`src/rtl/mipi_csi_pkt_parser.sv`:
```
// CSI-2 packet-layer parser: header ECC check, short-packet sync pulses and payload
// extraction of one VC/DT stream for the RAW10 unpacker. All outputs registered.
module mipi_csi_pkt_parser #(
  parameter logic [5:0]  DT_FILTER = 6'h2B,
  parameter logic [1:0]  VC_FILTER = 2'd0,
  parameter int unsigned ERR_CNT_W = 16
) (
  input  logic                 clk_i,
  input  logic                 reset_n,
  input  logic [31:0]          word_i,
  input  logic                 word_valid_i,
  input  logic                 sot_i,
  output logic [31:0]          data_o,
  output logic                 data_valid_o,
  output logic [3:0]           byte_en_o,
  output logic                 fs_o,
  output logic                 fe_o,
  output logic                 ls_o,
  output logic                 le_o,
  output logic [15:0]          frame_num_o,
  output logic [15:0]          line_wc_o,
  output logic                 ecc_err_o,
  output logic [ERR_CNT_W-1:0] err_count_o
);

  typedef enum logic [1:0] {StIdle, StPayload, StFooter} state_e;

  state_e         state_q, state_d;
  logic [15:0]    remaining_q, remaining_d;
  logic [15:0]    wc_q, wc_d;
  logic           fwd_q, fwd_d;

  logic [31:0]    data_q, data_d;
  logic           data_valid_q, data_valid_d;
  logic [3:0]     byte_en_q, byte_en_d;
  logic           fs_q, fs_d, fe_q, fe_d, ls_q, ls_d, le_q, le_d;
  logic [15:0]    frame_num_q, frame_num_d;
  logic [15:0]    line_wc_q, line_wc_d;
  logic           ecc_err_q, ecc_err_d;
  logic [ERR_CNT_W-1:0] err_count_q, err_count_d;

  // Header fields
  logic [23:0] hdr;
  logic [1:0]  hdr_vc;
  logic [5:0]  hdr_dt;
  logic [15:0] hdr_wc;
  logic [7:0]  hdr_ecc;
  logic [5:0]  ecc_calc;
  logic        ecc_ok;

  assign hdr     = word_i[23:0];
  assign hdr_vc  = word_i[7:6];
  assign hdr_dt  = word_i[5:0];
  assign hdr_wc  = word_i[23:8];
  assign hdr_ecc = word_i[31:24];

  // CSI-2 6-bit Hamming parity over DI/WC, detection only
  assign ecc_calc[0] = hdr[0] ^ hdr[1] ^ hdr[2] ^ hdr[4] ^ hdr[5] ^ hdr[7] ^ hdr[10] ^
                       hdr[11] ^ hdr[13] ^ hdr[16] ^ hdr[20] ^ hdr[21] ^ hdr[22] ^ hdr[23];
  assign ecc_calc[1] = hdr[0] ^ hdr[1] ^ hdr[3] ^ hdr[4] ^ hdr[6] ^ hdr[8] ^ hdr[10] ^
                       hdr[12] ^ hdr[14] ^ hdr[17] ^ hdr[20] ^ hdr[21] ^ hdr[22] ^ hdr[23];
  assign ecc_calc[2] = hdr[0] ^ hdr[2] ^ hdr[3] ^ hdr[5] ^ hdr[6] ^ hdr[9] ^ hdr[11] ^
                       hdr[12] ^ hdr[15] ^ hdr[18] ^ hdr[20] ^ hdr[21] ^ hdr[22];
  assign ecc_calc[3] = hdr[1] ^ hdr[2] ^ hdr[3] ^ hdr[7] ^ hdr[8] ^ hdr[9] ^ hdr[13] ^
                       hdr[14] ^ hdr[15] ^ hdr[19] ^ hdr[20] ^ hdr[21] ^ hdr[23];
  assign ecc_calc[4] = hdr[4] ^ hdr[5] ^ hdr[6] ^ hdr[7] ^ hdr[8] ^ hdr[9] ^ hdr[16] ^
                       hdr[17] ^ hdr[18] ^ hdr[19] ^ hdr[20] ^ hdr[22] ^ hdr[23];
  assign ecc_calc[5] = hdr[10] ^ hdr[11] ^ hdr[12] ^ hdr[13] ^ hdr[14] ^ hdr[15] ^
                       hdr[16] ^ hdr[17] ^ hdr[18] ^ hdr[19] ^ hdr[21] ^ hdr[22] ^ hdr[23];

  assign ecc_ok = (hdr_ecc == {2'b00, ecc_calc});

  // Payload bookkeeping
  logic [2:0] consumed;
  logic       last_word;
  logic       take_hdr;
  logic       abort;
  logic       ecc_bad;
  logic [1:0] err_inc;
  logic [ERR_CNT_W:0] err_sum;

  assign consumed  = (remaining_q >= 16'd4) ? 3'd4 : remaining_q[2:0];
  assign last_word = (remaining_q <= 16'd4);
  assign take_hdr  = word_valid_i && sot_i;
  assign abort     = take_hdr && (state_q != StIdle);
  assign ecc_bad   = take_hdr && !ecc_ok;
  assign err_inc   = {1'b0, abort} + {1'b0, ecc_bad};
  assign err_sum   = {1'b0, err_count_q} + (ERR_CNT_W+1)'(err_inc);

  always_comb begin
    state_d      = state_q;
    remaining_d  = remaining_q;
    wc_d         = wc_q;
    fwd_d        = fwd_q;
    data_d       = '0;
    data_valid_d = 1'b0;
    byte_en_d    = '0;
    fs_d         = 1'b0;
    fe_d         = 1'b0;
    ls_d         = 1'b0;
    le_d         = 1'b0;
    ecc_err_d    = 1'b0;
    frame_num_d  = frame_num_q;
    line_wc_d    = line_wc_q;
    err_count_d  = err_sum[ERR_CNT_W] ? '1 : err_sum[ERR_CNT_W-1:0];

    if (take_hdr) begin
      // sot always restarts header parsing, whatever state we were in
      state_d = StIdle;
      if (!ecc_ok) begin
        ecc_err_d = 1'b1;
      end else if (hdr_dt < 6'h10) begin
        if (hdr_vc == VC_FILTER) begin
          case (hdr_dt)
            6'h00: begin
              fs_d        = 1'b1;
              frame_num_d = hdr_wc;
            end
            6'h01:   fe_d = 1'b1;
            6'h02:   ls_d = 1'b1;
            6'h03:   le_d = 1'b1;
            default: ;
          endcase
        end
      end else begin
        remaining_d = hdr_wc;
        wc_d        = hdr_wc;
        fwd_d       = (hdr_vc == VC_FILTER) && (hdr_dt == DT_FILTER);
        state_d     = (hdr_wc == 16'd0) ? StFooter : StPayload;
      end
    end else if (word_valid_i) begin
      case (state_q)
        StPayload: begin
          if (fwd_q) begin
            data_valid_d = 1'b1;
            data_d       = word_i;
            case (consumed)
              3'd1:    byte_en_d = 4'h1;
              3'd2:    byte_en_d = 4'h3;
              3'd3:    byte_en_d = 4'h7;
              default: byte_en_d = 4'hF;
            endcase
          end
          remaining_d = remaining_q - 16'(consumed);
          if (last_word) begin
            // One or two tail bytes leave room for the whole CRC in this word
            state_d = (wc_q[1:0] == 2'd1 || wc_q[1:0] == 2'd2) ? StIdle : StFooter;
            if (fwd_q) line_wc_d = wc_q;
          end
        end
        StFooter: state_d = StIdle;
        default:  ;
      endcase
    end
  end

  always_ff @(posedge clk_i or negedge reset_n) begin
    if (!reset_n) begin
      state_q      <= StIdle;
      remaining_q  <= '0;
      wc_q         <= '0;
      fwd_q        <= 1'b0;
      data_q       <= '0;
      data_valid_q <= 1'b0;
      byte_en_q    <= '0;
      fs_q         <= 1'b0;
      fe_q         <= 1'b0;
      ls_q         <= 1'b0;
      le_q         <= 1'b0;
      frame_num_q  <= '0;
      line_wc_q    <= '0;
      ecc_err_q    <= 1'b0;
      err_count_q  <= '0;
    end else begin
      state_q      <= state_d;
      remaining_q  <= remaining_d;
      wc_q         <= wc_d;
      fwd_q        <= fwd_d;
      data_q       <= data_d;
      data_valid_q <= data_valid_d;
      byte_en_q    <= byte_en_d;
      fs_q         <= fs_d;
      fe_q         <= fe_d;
      ls_q         <= ls_d;
      le_q         <= le_d;
      frame_num_q  <= frame_num_d;
      line_wc_q    <= line_wc_d;
      ecc_err_q    <= ecc_err_d;
      err_count_q  <= err_count_d;
    end
  end

  assign data_o       = data_q;
  assign data_valid_o = data_valid_q;
  assign byte_en_o    = byte_en_q;
  assign fs_o         = fs_q;
  assign fe_o         = fe_q;
  assign ls_o         = ls_q;
  assign le_o         = le_q;
  assign frame_num_o  = frame_num_q;
  assign line_wc_o    = line_wc_q;
  assign ecc_err_o    = ecc_err_q;
  assign err_count_o  = err_count_q;

endmodule

```
`config.mk`:
```
export PLATFORM = sky130hd
export DESIGN_NAME = mipi_csi_pkt_parser
export DESIGN_NICKNAME = d
export VERILOG_FILES = /design/src/rtl/mipi_csi_pkt_parser.sv
export SDC_FILE = /design/constraint.sdc
export NUM_CORES = 1
export LEC_CHECK = 0
export ABC_AREA = 1
export CAP_MARGIN = 15
export CORE_UTILIZATION = 49
export CTS_BUF_LIST = sky130_fd_sc_hd__clkbuf_2
export DETAILED_ROUTE_END_ITERATION = 6
export DONT_BUFFER_PORTS = 1
export GPL_ROUTABILITY_DRIVEN = 0
export GPL_TIMING_DRIVEN = 0
export PLACE_DENSITY = 0.66
export SYNTH_ARGS = -nofsm -noshare
export SYNTH_HDL_FRONTEND = slang
export SYNTH_SLANG_ARGS = --single-unit
```
`constraint.sdc`:
```
create_clock -name clk_i -period 2.1 [get_ports clk_i]
set_clock_uncertainty 0.05 [all_clocks]
set_input_delay 0.315 -clock clk_i [delete_from_list [all_inputs] [get_ports clk_i]]
set_output_delay 0.315 -clock clk_i [all_outputs]
set_load 0.02 [all_outputs]
```
## Word level (Yosys, flattened, before mapping)

Cells that the tools add are included.

| storage, ports and cells | value |
|---|---|
| output and inout bits | 90 |
| word-level logic and storage cells | 179 |
| bits in registers | 125 |
| input port bits | 36 |

| operators by class | value |
|---|---|
| bitwise gates (word level) | 75 |
| equality and inequality tests | 15 |
| $add $sub $neg | 3 |
| magnitude comparators | 3 |
| multiplexer cells | 50 |
| reduce and logical (&&, ||, !) cells | 18 |

Operator list:

| operator | count |
|---|---|
| 32-bit 2-to-1 mux | 4 |
| 16-bit 2-to-1 mux | 6 |
| 1-bit XOR | 73 |
| 1-bit 2-to-1 mux | 26 |
| 16-bit by 2-bit adder with 17-bit output | 1 |
| 16-bit by 3-bit >= comparator with 1-bit output, second input constant | 1 |
| 16-bit by 3-bit less-or-equal comparator with 1-bit output, second input constant | 1 |
| 16-bit logical NOT | 1 |
| 4-bit 2-to-1 mux | 4 |
| 16-bit by 3-bit subtractor with 16-bit output | 1 |
| 2-bit 2-to-1 mux | 7 |
| 6-bit by 2-bit == test with 1-bit output, second input constant | 2 |
| 4-bit one-hot mux with 3 select lines | 1 |
| 5-bit AND reduction | 2 |
| 8-bit by 6-bit == test with 1-bit output | 1 |
| 3-bit by 2-bit == test with 1-bit output, second input constant | 2 |
| 6-bit by 1-bit == test with 1-bit output, second input constant | 1 |
| 6-bit == test, second input constant | 1 |
| 6-bit logical NOT | 1 |
| 6-bit by 5-bit < comparator with 1-bit output, second input constant | 1 |
| 3-bit AND reduction | 2 |
| 2-bit nonzero test | 3 |
| 2-bit by 1-bit == test with 1-bit output, second input constant | 2 |
| 2-bit == test, second input constant | 2 |
| other kinds (13) | 18 |

## Depth between registers and ports, before layout

| depth | value |
|---|---|
| depth after elaboration | 19 |
| depth in mapped cells | 29 |
| gate-level depth less buffers | 27 |

## Worst setup path after synthesis

OpenSTA, ideal clock, no wires.

| path | value |
|---|---|
| path type | input -> register |
| start | input port word_i[4] |
| end | register err_count_q[14] (netlist: err_count_o[14]) |
| buffers on the path | 2 |
| required time | 1920 ps |
| path slack | -1476 ps |
| cell stages on the path | 26 |
| data arrival time | 3397 ps |
| path through | buf_2 -> inv_1 -> ha_1 -> inv_1 -> nand2_1 -> nand2_1 -> nand2_1 -> nand2_1 -> nand2_1 -> nand2_1 -> nand3_1 -> nand3_1 -> nand2_1 -> nand3_4 -> o21bai_4 -> buf_6 -> fa_1 -> inv_1 -> ha_1 -> nand3_1 -> nor4_1 -> inv_1 -> nor2_1 -> nand3_1 -> xor2_1 -> nand2_1 |

| on the way | value |
|---|---|
| longest elaborated chain between the ends | 18 |
| elaborated cells between the ends (all ways) | 40 |

Ends and longest elaborated chain:

| element | line | RTL |
|---|---|---|
| start, declared | 10 | `input logic [31:0] word_i,` |
| 1-bit XOR (7 in a row) | 66 | `assign ecc_calc[4] = hdr[4] ^ hdr[5] ^ hdr[6] ^ hdr[7] ^ hdr[8] ^ hdr[9] ^ hdr[16] ^` |
| 1-bit XOR (5 in a row) | 67 | `hdr[17] ^ hdr[18] ^ hdr[19] ^ hdr[20] ^ hdr[22] ^ hdr[23];` |
| 8-bit by 6-bit == test with 1-bit output * | 71 | `assign ecc_ok = (hdr_ecc == {2'b00, ecc_calc});` |
| 1-bit logical NOT * | n/a |  |
| 1-bit logical AND * | 86 | `assign ecc_bad = take_hdr && !ecc_ok;` |
| 1-bit by 1-bit adder with 2-bit output * | 87 | `assign err_inc = {1'b0, abort} + {1'b0, ecc_bad};` |
| 16-bit by 2-bit adder with 17-bit output * | 88 | `assign err_sum = {1'b0, err_count_q} + (ERR_CNT_W+1)'(err_inc);` |
| 16-bit 2-to-1 mux * | 105 | `err_count_d = err_sum[ERR_CNT_W] ? '1 : err_sum[ERR_CNT_W-1:0];` |
| via err_count_d[14] | 40 | `logic [ERR_CNT_W-1:0] err_count_q, err_count_d;` |
| end signal, assigned | 189 | `err_count_q <= err_count_d;` |
| end, declared | 40 |  |

The timed path passes the listed nets; every way through them passes the cells marked *.
A chain may end at the register's enable or synchronous reset.

## Worst setup path in the final report

| path | value |
|---|---|
| start | input port word_i[4] |
| end | register err_count_q[15] (netlist: err_count_o[15]) |

The elaborated chain is that of the path after synthesis.

==> metrics.cfg <==
[worst_setup_path]
reg2reg_depth = 13
arrival_ns = 3.25
reg2reg_slack_ns = -0.41
crit_start = word_i[4]
worstReg2RegStart = err_count_o[0]$_DFF_PN0_
cp-start-kind = primary input
critPathMaxFanout = 6
worst-setup-path-type = primary input to flop
worst_ep_required_time_ns = 2.71
end_kind = flop
crit_end = err_count_o[15]$_DFF_PN0_
r2r_end = err_count_o[15]$_DFF_PN0_

[drt]
drt_first_pass_iters = 7
wl_per_cell_um = 16.63
drc_errors = 0
num_vias = 6224
routed_wl_um = 19280
drtIter0Drc = 460
viasPerCell = 5.370
ant_nets = 0

[sta]
setup_viol_count_final = 16
finalWorstSetupSlack_ns = -0.5413
period_share = 1.258
rsz0062_at_grt = yes
fin_crit_ns = 2.641
slew_violations = 0
fmax_mhz = 378.6
finalHoldViolations = 124
worst_hold_slack_ns = -0.7845
worst_pin_slew_ns = 0.6336
slew_headroom = 0.5776

[die]
initial_core_util = 0.5113
die_w_um = 117.9
std_cell_rows = 41
die_area_um2 = 13900
core_area_um2 = 12880
pin_count = 126
die_y_um = 117.9

[cells_and_area]
antennaDiodeCount = 0
syn_to_final_growth_pct = 30.03
nets = 1020
layout-drive-gt1-share = 0.2391
fin_util = 0.6649

[power_and_ir_drop]
p_per_area_nw_per_um2 = 789.9
ir_worst_vdd_mv = 0.5008
p_leak_nw = 4.548

[synth]
synthTopCellsByArea = dfrtp_1 47%, nand2_1 16%, nand3_1 4.7%
post-synth-top-count-cell = nand2_1
synth-seq-area-share = 0.4713
netlist_area_um2 = 6584
yosysUniqueCellTypes = 40
syn_inst = 837
synth_top_area_cell = dfrtp_1
synthArstFlopShare = 1.000
ys.flop_type = dfrtp_1
synth-edff-count = 0
syn-num-nets = 883
yosysWarnings = 0
ys_seq_elements = 124
netlist_top_cells_count = 275 x nand2_1, 124 x dfrtp_1, 80 x nor2_1, 75 x inv_1, 62 x nand3_1
syn_avg_cell_area_um2 = 7.866
synth_top_area_frac = 0.4713

[place]
hpwl_um = 12520
preCtsSetupSlack_ns = -1.805
numPortBuffers = 0

[cts]
cts_sinks = 124
clock_latency_ns = 0.72
cts_buffers = 17
clk_pin_slew_ns = 0.21
cts_tree = yes
clockRootBuffer = clkbuf_2
cts-root-to-sink-buffers = 2
htreeDepth = 4

[global_route]
grt_usage = 0.2828
grt_pass1_vias = 6189
grt.overflow.total = 0
grt_pass1_wl_um = 30700
grt_max_degree = 125
antenna_found_initial = 0

[job]
maxCapViolations = 0

[min_path]
min_path_type = primary input to asynchronous set/reset pin

[run_status]
violations = negative hold slack, negative setup slack
status = complete, but fails checks

[layout make-up]
class | instances | area [um2]
tap | 172 | 215.2
timing repair buffer | 119 | 1094
buffer | 25 | 177.7
multi-input combinational | 594 | 3319
fill | 1056 | 4315
clock inverter | 15 | 186.4
clock buffer | 17 | 85.08
inverter | 93 | 377.9
sequential | 124 | 3105
[routing by layer]
layer / part of all wire / track usage / vias to the layer above
met1: 0.40 / 0.3353 / 2970
met4: 0.038 / 0.1458 / 2
li1: - / - / 2933
met5: 0.0019 / 0.02206 / -
met2: 0.49 / 0.4699 / 259
met3: 0.076 / 0.07267 / 60
[registers in the layout, indices dropped and copies added, names as in the netlist]
register     flops
state_q          2
err_count_o     16
data_o          32
fs_o             1
fe_o             1
wc_q            16
le_o             1
line_wc_o       16
byte_en_o        4
ls_o             1
frame_num_o     16
remaining_q     16
ecc_err_o        1
fwd_q            1
[cell families after synthesis]
family / after synthesis / synth area share
buf+inv: 119 / 0.07335
compound gates: 55 / 0.04675
fa+ha+maj: 10 / 0.02014
flops: 124 / 0.4713
simple gates: 481 / 0.3191
mux: 17 / 0.02889
xor+xnor: 30 / 0.03991
other cells: 1 / 0.0005696
[layout by cell type, fill, tap and decap left out, types with 4 or more instances in the layout]
| master | netlist | routed |
|---|---|---|
| a21oi_1 | 7 | 6 |
| buf_4 | 3 | 45 |
| buf_6 | 2 | 8 |
| clkbuf_1 | 12 | 9 |
| clkbuf_2 | 0 | 18 |
| dfrtp_1 | 124 | 122 |
| dlygate4sd3_1 | 0 | 73 |
| ha_1 | 9 | 5 |
| ha_4 | 0 | 4 |
| inv_1 | 75 | 62 |
| inv_2 | 18 | 23 |
| inv_4 | 0 | 5 |
| inv_6 | 0 | 5 |
| mux2_2 | 16 | 16 |
| nand2_1 | 275 | 249 |
| nand2_2 | 13 | 37 |
| nand2_4 | 2 | 4 |
| nand3_1 | 62 | 52 |
| nand3_2 | 1 | 10 |
| nand4_1 | 27 | 27 |
| nor2_1 | 80 | 64 |
| nor2_2 | 4 | 12 |
| nor2_4 | 1 | 9 |
| o21ai_0 | 22 | 13 |
| o21ai_1 | 18 | 25 |
| xnor2_1 | 12 | 11 |
| xor2_1 | 18 | 18 |
[power by group]
| part | total, W | leakage (nW) | internal [W] | switching [W] |
|---|---|---|---|---|
| logic | 0.00219 | 2.71 | 0.000958 | 0.00123 |
| registers | 0.00291 | 1.68 | 0.00260 | 0.000308 |
| clock network | 0.00166 | 0.155 | 0.000686 | 0.000976 |
| total | 0.00676 | 4.55 | 0.00424 | 0.00252 |
[stage by stage]
| step | instance area [um2] | instances | setup TNS, ns | total power [W] | hold slack (ns) |
|---|---|---|---|---|---|
| finish | 8561 | 1159 | -6.673 | 0.006762 | -0.7845 |
| global route | 8561 | 1159 | -8.774 | 0.007139 | -0.8726 |
| CTS | 8299 | 1144 | -7.711 | 0.006477 | -0.8712 |
| detailed placement | 6913 | 1009 | -40.82 | 0.004339 | -0.02816 |
| global placement | 6913 | 1009 | -36.92 | 0.004278 | -0.02839 |
| floorplan | 6698 | 837 | -17.16 | 0.004040 | -0.03059 |
[worst max-delay path, stage by stage]
cell,delay (ns)
buf_12,0.11
buf_4,0.16
xor2_1,0.14
nand2_1,0.10
nand2_1,0.06
nand2_1,0.09
nand2_1,0.07
nand2_2,0.09
nand2_2,0.08
nand2_2,0.06
nand2_2,0.07
nand3_4,0.11
o21bai_4,0.08
fa_2,0.37
inv_4,0.07
nand4_1,0.18
nor2_2,0.20
inv_2,0.07
nor2_4,0.09
nand3_2,0.09
nor3b_2,0.22
nand2_1,0.12
nor2_2,0.16
a21boi_2,0.06
o21ai_1,0.07
[repair_timing]
item,CTS,global route
gates resized for setup,52,51
setup endpoints to repair,32,44
hold buffers,71,4
pin swaps,23,30
hold endpoints to repair,211,128
setup buffers,32,13
gates cloned,1,0
[worst min-delay path by stage]
| stage | to | slack [ns] |
|---|---|---|
| after floorplan | byte_en_o[0]$_DFF_PN0_ | -0.03 |
| after global placement | err_count_o[7]$_DFF_PN0_ | -0.03 |
| after detailed placement | err_count_o[7]$_DFF_PN0_ | -0.03 |
| after CTS | state_q[1]$_DFFE_PN0P_ | -0.87 |
| after global routing | data_o[1]$_DFF_PN0_ | -0.87 |
| final | err_count_o[7]$_DFF_PN0_ | -0.78 |
Note: power is estimated with default switching activity, not from simulation.
